$ cat src/rtl/param_loader.sv
// param_loader: receives parameter frames from a host byte stream (UART) and
// writes them into the four parameter memories through a shared write port.
//
// Frame: TGT(1) ADDR(2, MSB first) CNT(2, MSB first) then CNT words.
// A conv_w word carries 9 16-bit parameters (18 bytes); every other target's
// word carries 1 parameter (2 bytes). Parameters arrive LSB byte first.
//
// Ports:
//   clk, rst             clock, synchronous active-high reset
//   in_data/in_valid     host byte stream; a byte moves on in_valid && in_ready
//   in_ready             loader can take a byte (registered state only)
//   wr_addr/wr_data      shared write port; parameter k at wr_data[16k+15:16k]
//   we_conv_w/_conv_b    write strobes, one per memory, at most one high
//   we_dense_w/_dense_b
//   busy                 a frame is in progress
//   done/err             one-cycle frame completion / rejection pulses
module param_loader (
    input  logic         clk,
    input  logic         rst,
    input  logic [7:0]   in_data,
    input  logic         in_valid,
    output logic         in_ready,
    output logic [15:0]  wr_addr,
    output logic [143:0] wr_data,
    output logic         we_conv_w,
    output logic         we_conv_b,
    output logic         we_dense_w,
    output logic         we_dense_b,
    output logic         busy,
    output logic         done,
    output logic         err
);

    localparam logic [2:0]  TGT_CONV_W  = 3'd1;
    localparam logic [2:0]  TGT_CONV_B  = 3'd2;
    localparam logic [2:0]  TGT_DENSE_W = 3'd3;
    localparam logic [2:0]  TGT_DENSE_B = 3'd4;

    localparam logic [16:0] DEPTH_CONV_W  = 17'd2576;
    localparam logic [16:0] DEPTH_CONV_B  = 17'd112;
    localparam logic [16:0] DEPTH_DENSE_W = 17'd33792;
    localparam logic [16:0] DEPTH_DENSE_B = 17'd192;

    typedef enum logic [2:0] {
        IDLE, ADDR_HI, ADDR_LO, CNT_HI, CNT_LO, CHECK, PAYLOAD, WRITE
    } state_t;

    state_t         state, state_nx;
    logic [2:0]     tgt;
    logic [15:0]    addr;
    logic [15:0]    cnt;     // words still to be written
    logic [4:0]     bidx;    // byte position inside the current word
    logic [143:0]   wbuf;
    logic [16:0]    depth;
    logic [16:0]    end_addr;
    logic [4:0]     last_b;
    logic           accept;
    logic           tgt_ok;

    // Ready comes from state alone; rst gating keeps it low while reset is held.
    assign in_ready = !rst && (state inside {IDLE, ADDR_HI, ADDR_LO, CNT_HI, CNT_LO, PAYLOAD});
    assign accept   = in_valid && in_ready;
    assign tgt_ok   = (in_data >= 8'h01) && (in_data <= 8'h04);

    assign wr_addr  = addr;
    assign wr_data  = wbuf;

    always_comb begin
        case (tgt)
            TGT_CONV_W:  depth = DEPTH_CONV_W;
            TGT_CONV_B:  depth = DEPTH_CONV_B;
            TGT_DENSE_W: depth = DEPTH_DENSE_W;
            default:     depth = DEPTH_DENSE_B;
        endcase
    end

    // 17-bit sum so a range that runs past 0xFFFF is still rejected.
    assign end_addr = {1'b0, addr} + {1'b0, cnt};
    assign last_b   = (tgt == TGT_CONV_W) ? 5'd17 : 5'd1;

    always_ff @(posedge clk) begin
        if (rst) state <= IDLE;
        else     state <= state_nx;
    end

    always_comb begin
        state_nx   = state;
        we_conv_w  = 1'b0;
        we_conv_b  = 1'b0;
        we_dense_w = 1'b0;
        we_dense_b = 1'b0;
        done       = 1'b0;
        err        = 1'b0;
        busy       = (state != IDLE);
        case (state)
            IDLE: begin
                if (accept) begin
                    if (tgt_ok) state_nx = ADDR_HI;
                    else        err      = 1'b1;
                end
            end
            ADDR_HI: if (accept) state_nx = ADDR_LO;
            ADDR_LO: if (accept) state_nx = CNT_HI;
            CNT_HI:  if (accept) state_nx = CNT_LO;
            CNT_LO:  if (accept) state_nx = CHECK;
            CHECK: begin
                if (end_addr > depth) begin
                    err      = 1'b1;
                    state_nx = IDLE;
                end else if (cnt == 16'd0) begin
                    done     = 1'b1;
                    state_nx = IDLE;
                end else begin
                    state_nx = PAYLOAD;
                end
            end
            PAYLOAD: if (accept && bidx == last_b) state_nx = WRITE;
            WRITE: begin
                case (tgt)
                    TGT_CONV_W:  we_conv_w  = 1'b1;
                    TGT_CONV_B:  we_conv_b  = 1'b1;
                    TGT_DENSE_W: we_dense_w = 1'b1;
                    default:     we_dense_b = 1'b1;
                endcase
                if (cnt == 16'd1) begin
                    done     = 1'b1;
                    state_nx = IDLE;
                end else begin
                    state_nx = PAYLOAD;
                end
            end
            default: state_nx = IDLE;
        endcase
    end

    // Datapath. The buffer is cleared before every word so the unused upper
    // bits of a 1-parameter word always read as zero.
    always_ff @(posedge clk) begin
        if (rst) begin
            tgt  <= 3'd0;
            addr <= 16'd0;
            cnt  <= 16'd0;
            bidx <= 5'd0;
            wbuf <= '0;
        end else begin
            case (state)
                IDLE:    if (accept) tgt <= in_data[2:0];
                ADDR_HI: if (accept) addr[15:8] <= in_data;
                ADDR_LO: if (accept) addr[7:0]  <= in_data;
                CNT_HI:  if (accept) cnt[15:8]  <= in_data;
                CNT_LO:  if (accept) cnt[7:0]   <= in_data;
                CHECK: begin
                    bidx <= 5'd0;
                    wbuf <= '0;
                end
                PAYLOAD: begin
                    if (accept) begin
                        wbuf[{bidx, 3'b000} +: 8] <= in_data;
                        bidx <= (bidx == last_b) ? 5'd0 : bidx + 5'd1;
                    end
                end
                WRITE: begin
                    addr <= addr + 16'd1;
                    cnt  <= cnt - 16'd1;
                    wbuf <= '0;
                end
                default: ;
            endcase
        end
    end

endmodule

$ cat config.mk
export PLATFORM = sky130hd
export DESIGN_NAME = param_loader
export DESIGN_NICKNAME = d
export VERILOG_FILES = /design/src/rtl/param_loader.sv
export SDC_FILE = /design/constraint.sdc
export NUM_CORES = 1
export LEC_CHECK = 0
export BUFFER_PORTS_ARGS = -buffer_cell sky130_fd_sc_hd__buf_4
export CAP_MARGIN = 30
export CORE_MARGIN = 3
export CORE_UTILIZATION = 25
export CTS_CLUSTER_DIAMETER = 80
export DETAILED_ROUTE_END_ITERATION = 10
export SETUP_SLACK_MARGIN = 0.02
export SLEW_MARGIN = 25
export SYNTH_ARGS = -nofsm -noshare
export SYNTH_HDL_FRONTEND = slang
export SYNTH_SLANG_ARGS = --single-unit
$ cat constraint.sdc
create_clock -name clk -period 7.6 [get_ports clk]
set_input_delay 0.76 -clock clk [delete_from_list [all_inputs] [get_ports clk]]
set_output_delay 0.76 -clock clk [all_outputs]
set_load 0.02 [all_outputs]
==> reports/summary.txt <==
status = finished clean
Tot GR Track Use = 0.157
pwr dens = 172 nW/um^2
critical path required time = 6.84 ns
Slew HR = 0.374
vias per std cell = 5.02
Arr. time, crit path = 4.52 ns
clock sink total = 187
IO Count = 179
Period minus WS final = 5.28 ns
clk_lat worst skew = 0.44 ns
leakage dissipation = 4.57 nW
Mapped Cells = 1,078
commonest cells after routing, fill and taps aside = nor2_1, dfxtp_1, buf_4
Design Power = 1.92 mW
first-pass GRT wire length = 47,400 um
final worst path period share = 0.694
ANT cells = 0
Final Hold Vio Count = 0
Worst setup EP type = primary output
CTS Buf Count = 17
hold_buf cts = 0
Placer Congestion = 0.865
Max Cap Viol = 0
mapped cell area = 8940 um^2
YS warnings = 0
register area share after synthesis = 0.419
setup violators final = 0
Synth cell types = 71
Reg clk slew, reported paths = 0.08 ns
die area = 38,100 um^2
CTS Root Cell = clkbuf_16
die height = 195 um
first drt pass iteration count = 5
Total Nets Final = 1,261
ys flop type = dfxtp_1
post-synthesis async set-or-reset flop share = 0
Post-Layout Inst Area = 11,200 um^2
post-synthesis register bit count = 187
# fillers = 3,668
antenna violations before repair = 0
CP startpoint kind = flip-flop
die width = 195 um
synth top area cells = dfxtp_1, nor2_1, a22oi_1
Rows = 68
post-CTS sizing = 0
Synth top area share = 0.419
fin. max-slew vios = 0
Worst Reg-to-Reg Cells = 16
CTS tree = built
number of synthesized flops with an enable pin = 0
utilization after layout = 0.321
CTS Buffer Depth = 2
hold_ws = 0.480 ns
Max VDD drop = 142 uV
Fmax = 0.190 GHz
P&R area growth vs syn = 25.4%
DRC = 0
grt ovf = 0
Hold Crit Class = reg2reg
Antenna Nets Post-Route = 0
CP Class = reg2out
routed length per instance = 18.3 um
dpl hpwl = 21,800 um
DR iter-0 viols = 728
critical path fanouts, max = 7
FF/Latch Area = 3740 um^2
dpl cell area = 10,600 um^2
final setup TNS = 0 ns
Total Wirelength = 30,900 um
Synth Area per Inst = 8.29 um^2
Yosys top cell by area = dfxtp_1
setup repair after global routing missed its margin = false
PortBufs = 178
Vias = 8,452
H-tree levels = 4
measured slew at the worst slew-check pin = 0.937 ns
Clock Skew = 0.0120 ns
hold depth = 2
vias in the first global route = 8,037
layout cell share with drive strength beyond 1 = 0.198
Synth Net Count = 1,122
Initial Utilization = 0.256
Multi-input gate area = 4900 um^2
largest net degree at the start of global routing = 97
# Post-CTS Setup Buffers = 0
core area = 34,900 um^2
commonest non-fill, non-tap cell in the layout = nor2_1
[kinds of logic (layout without fill, tap and decap cells)]
group | Yosys count | after routing | share of synthesized area
buf+inv | 76 | 228 | 0.0344
simple gates | 472 | 472 | 0.243
fa+ha+maj | 33 | 33 | 0.0470
xor+xnor | 22 | 22 | 0.0224
compound gates | 241 | 241 | 0.182
mux | 47 | 47 | 0.0529
flops | 187 | 187 | 0.419
[final timing paths]
path | to | startpoint | slack, ns
setup reg to reg | state[1] | wr_addr[1] | 3.64
hold reg to reg | wr_data[34] | wr_data[34] | 0.48
hold / removal | wr_data[34] | wr_data[34] | 0.48
setup / recovery | done | wr_addr[1] | 2.32
[report_power, final]
part           switching, mW  total, mW  internal (mW)  leakage, nW
registers            0.00341      0.984          0.981         1.51
clock network          0.434      0.869          0.435        0.269
logic                 0.0534     0.0714         0.0180         2.79
total                  0.491       1.92           1.43         4.57
[layout make-up]
type,count,share of cell area
Sequential cell,187,0.334
Clock inverter,13,0.0112
Inverter,10,0.00335
Tap cell,455,0.0508
Timing Repair Buffer,186,0.125
Clock buffer,19,0.0386
Multi-Input combinational cell,815,0.437
[routing by layer]
metal  share of wire  GRT usage  up-vias  wire (um)
li1                -          -     4111          -
met5               0          0        -          0
met2            0.46      0.251      274      14300
met4           0.029     0.0610        0        884
met1            0.45      0.208     4021      13900
met3           0.059     0.0336       46       1820
[cell usage after synthesis (all sizes together) (11+ instances only)]
cell,count
a21oi,73
a22oi,82
a31oi,11
and2,27
and3,11
buf,12
clkbuf,54
dfxtp,187
ha,32
mux2i,45
nand2,83
nand3,31
nor2,224
nor3,36
o21ai,28
xor2,14
[stage by stage]
step                setup slack (ns)  cells
CTS                             2.29   1683
finish                          2.32   1685
detailed placement              2.79   1651
floorplan                       3.08   1078
global route                    1.94   1685
global placement                2.85   1651
[state kept, by name, summed over array words and instances, names as in the netlist]
name / flops
wr_addr: 16
cnt: 16
bidx: 5
state: 3
tgt: 3
wr_data: 144
[critical path: stages, from the launching register on]
cell	delay [ns]
dfxtp_1	0.48
ha_1	0.28
a21o_1	0.18
nand4_1	0.10
nand3_1	0.15
a31oi_1	0.39
o21ai_1	0.15
a21o_1	0.20
a21oi_1	0.16
xnor2_1	0.08
ha_1	0.31
nand4_1	0.11
or4_4	0.50
o211ai_2	0.08
nand3_2	0.10
a2111o_1	0.40
a21oi_1	0.20
buf_4	0.20
Note: power is estimated with default switching activity, not from simulation.
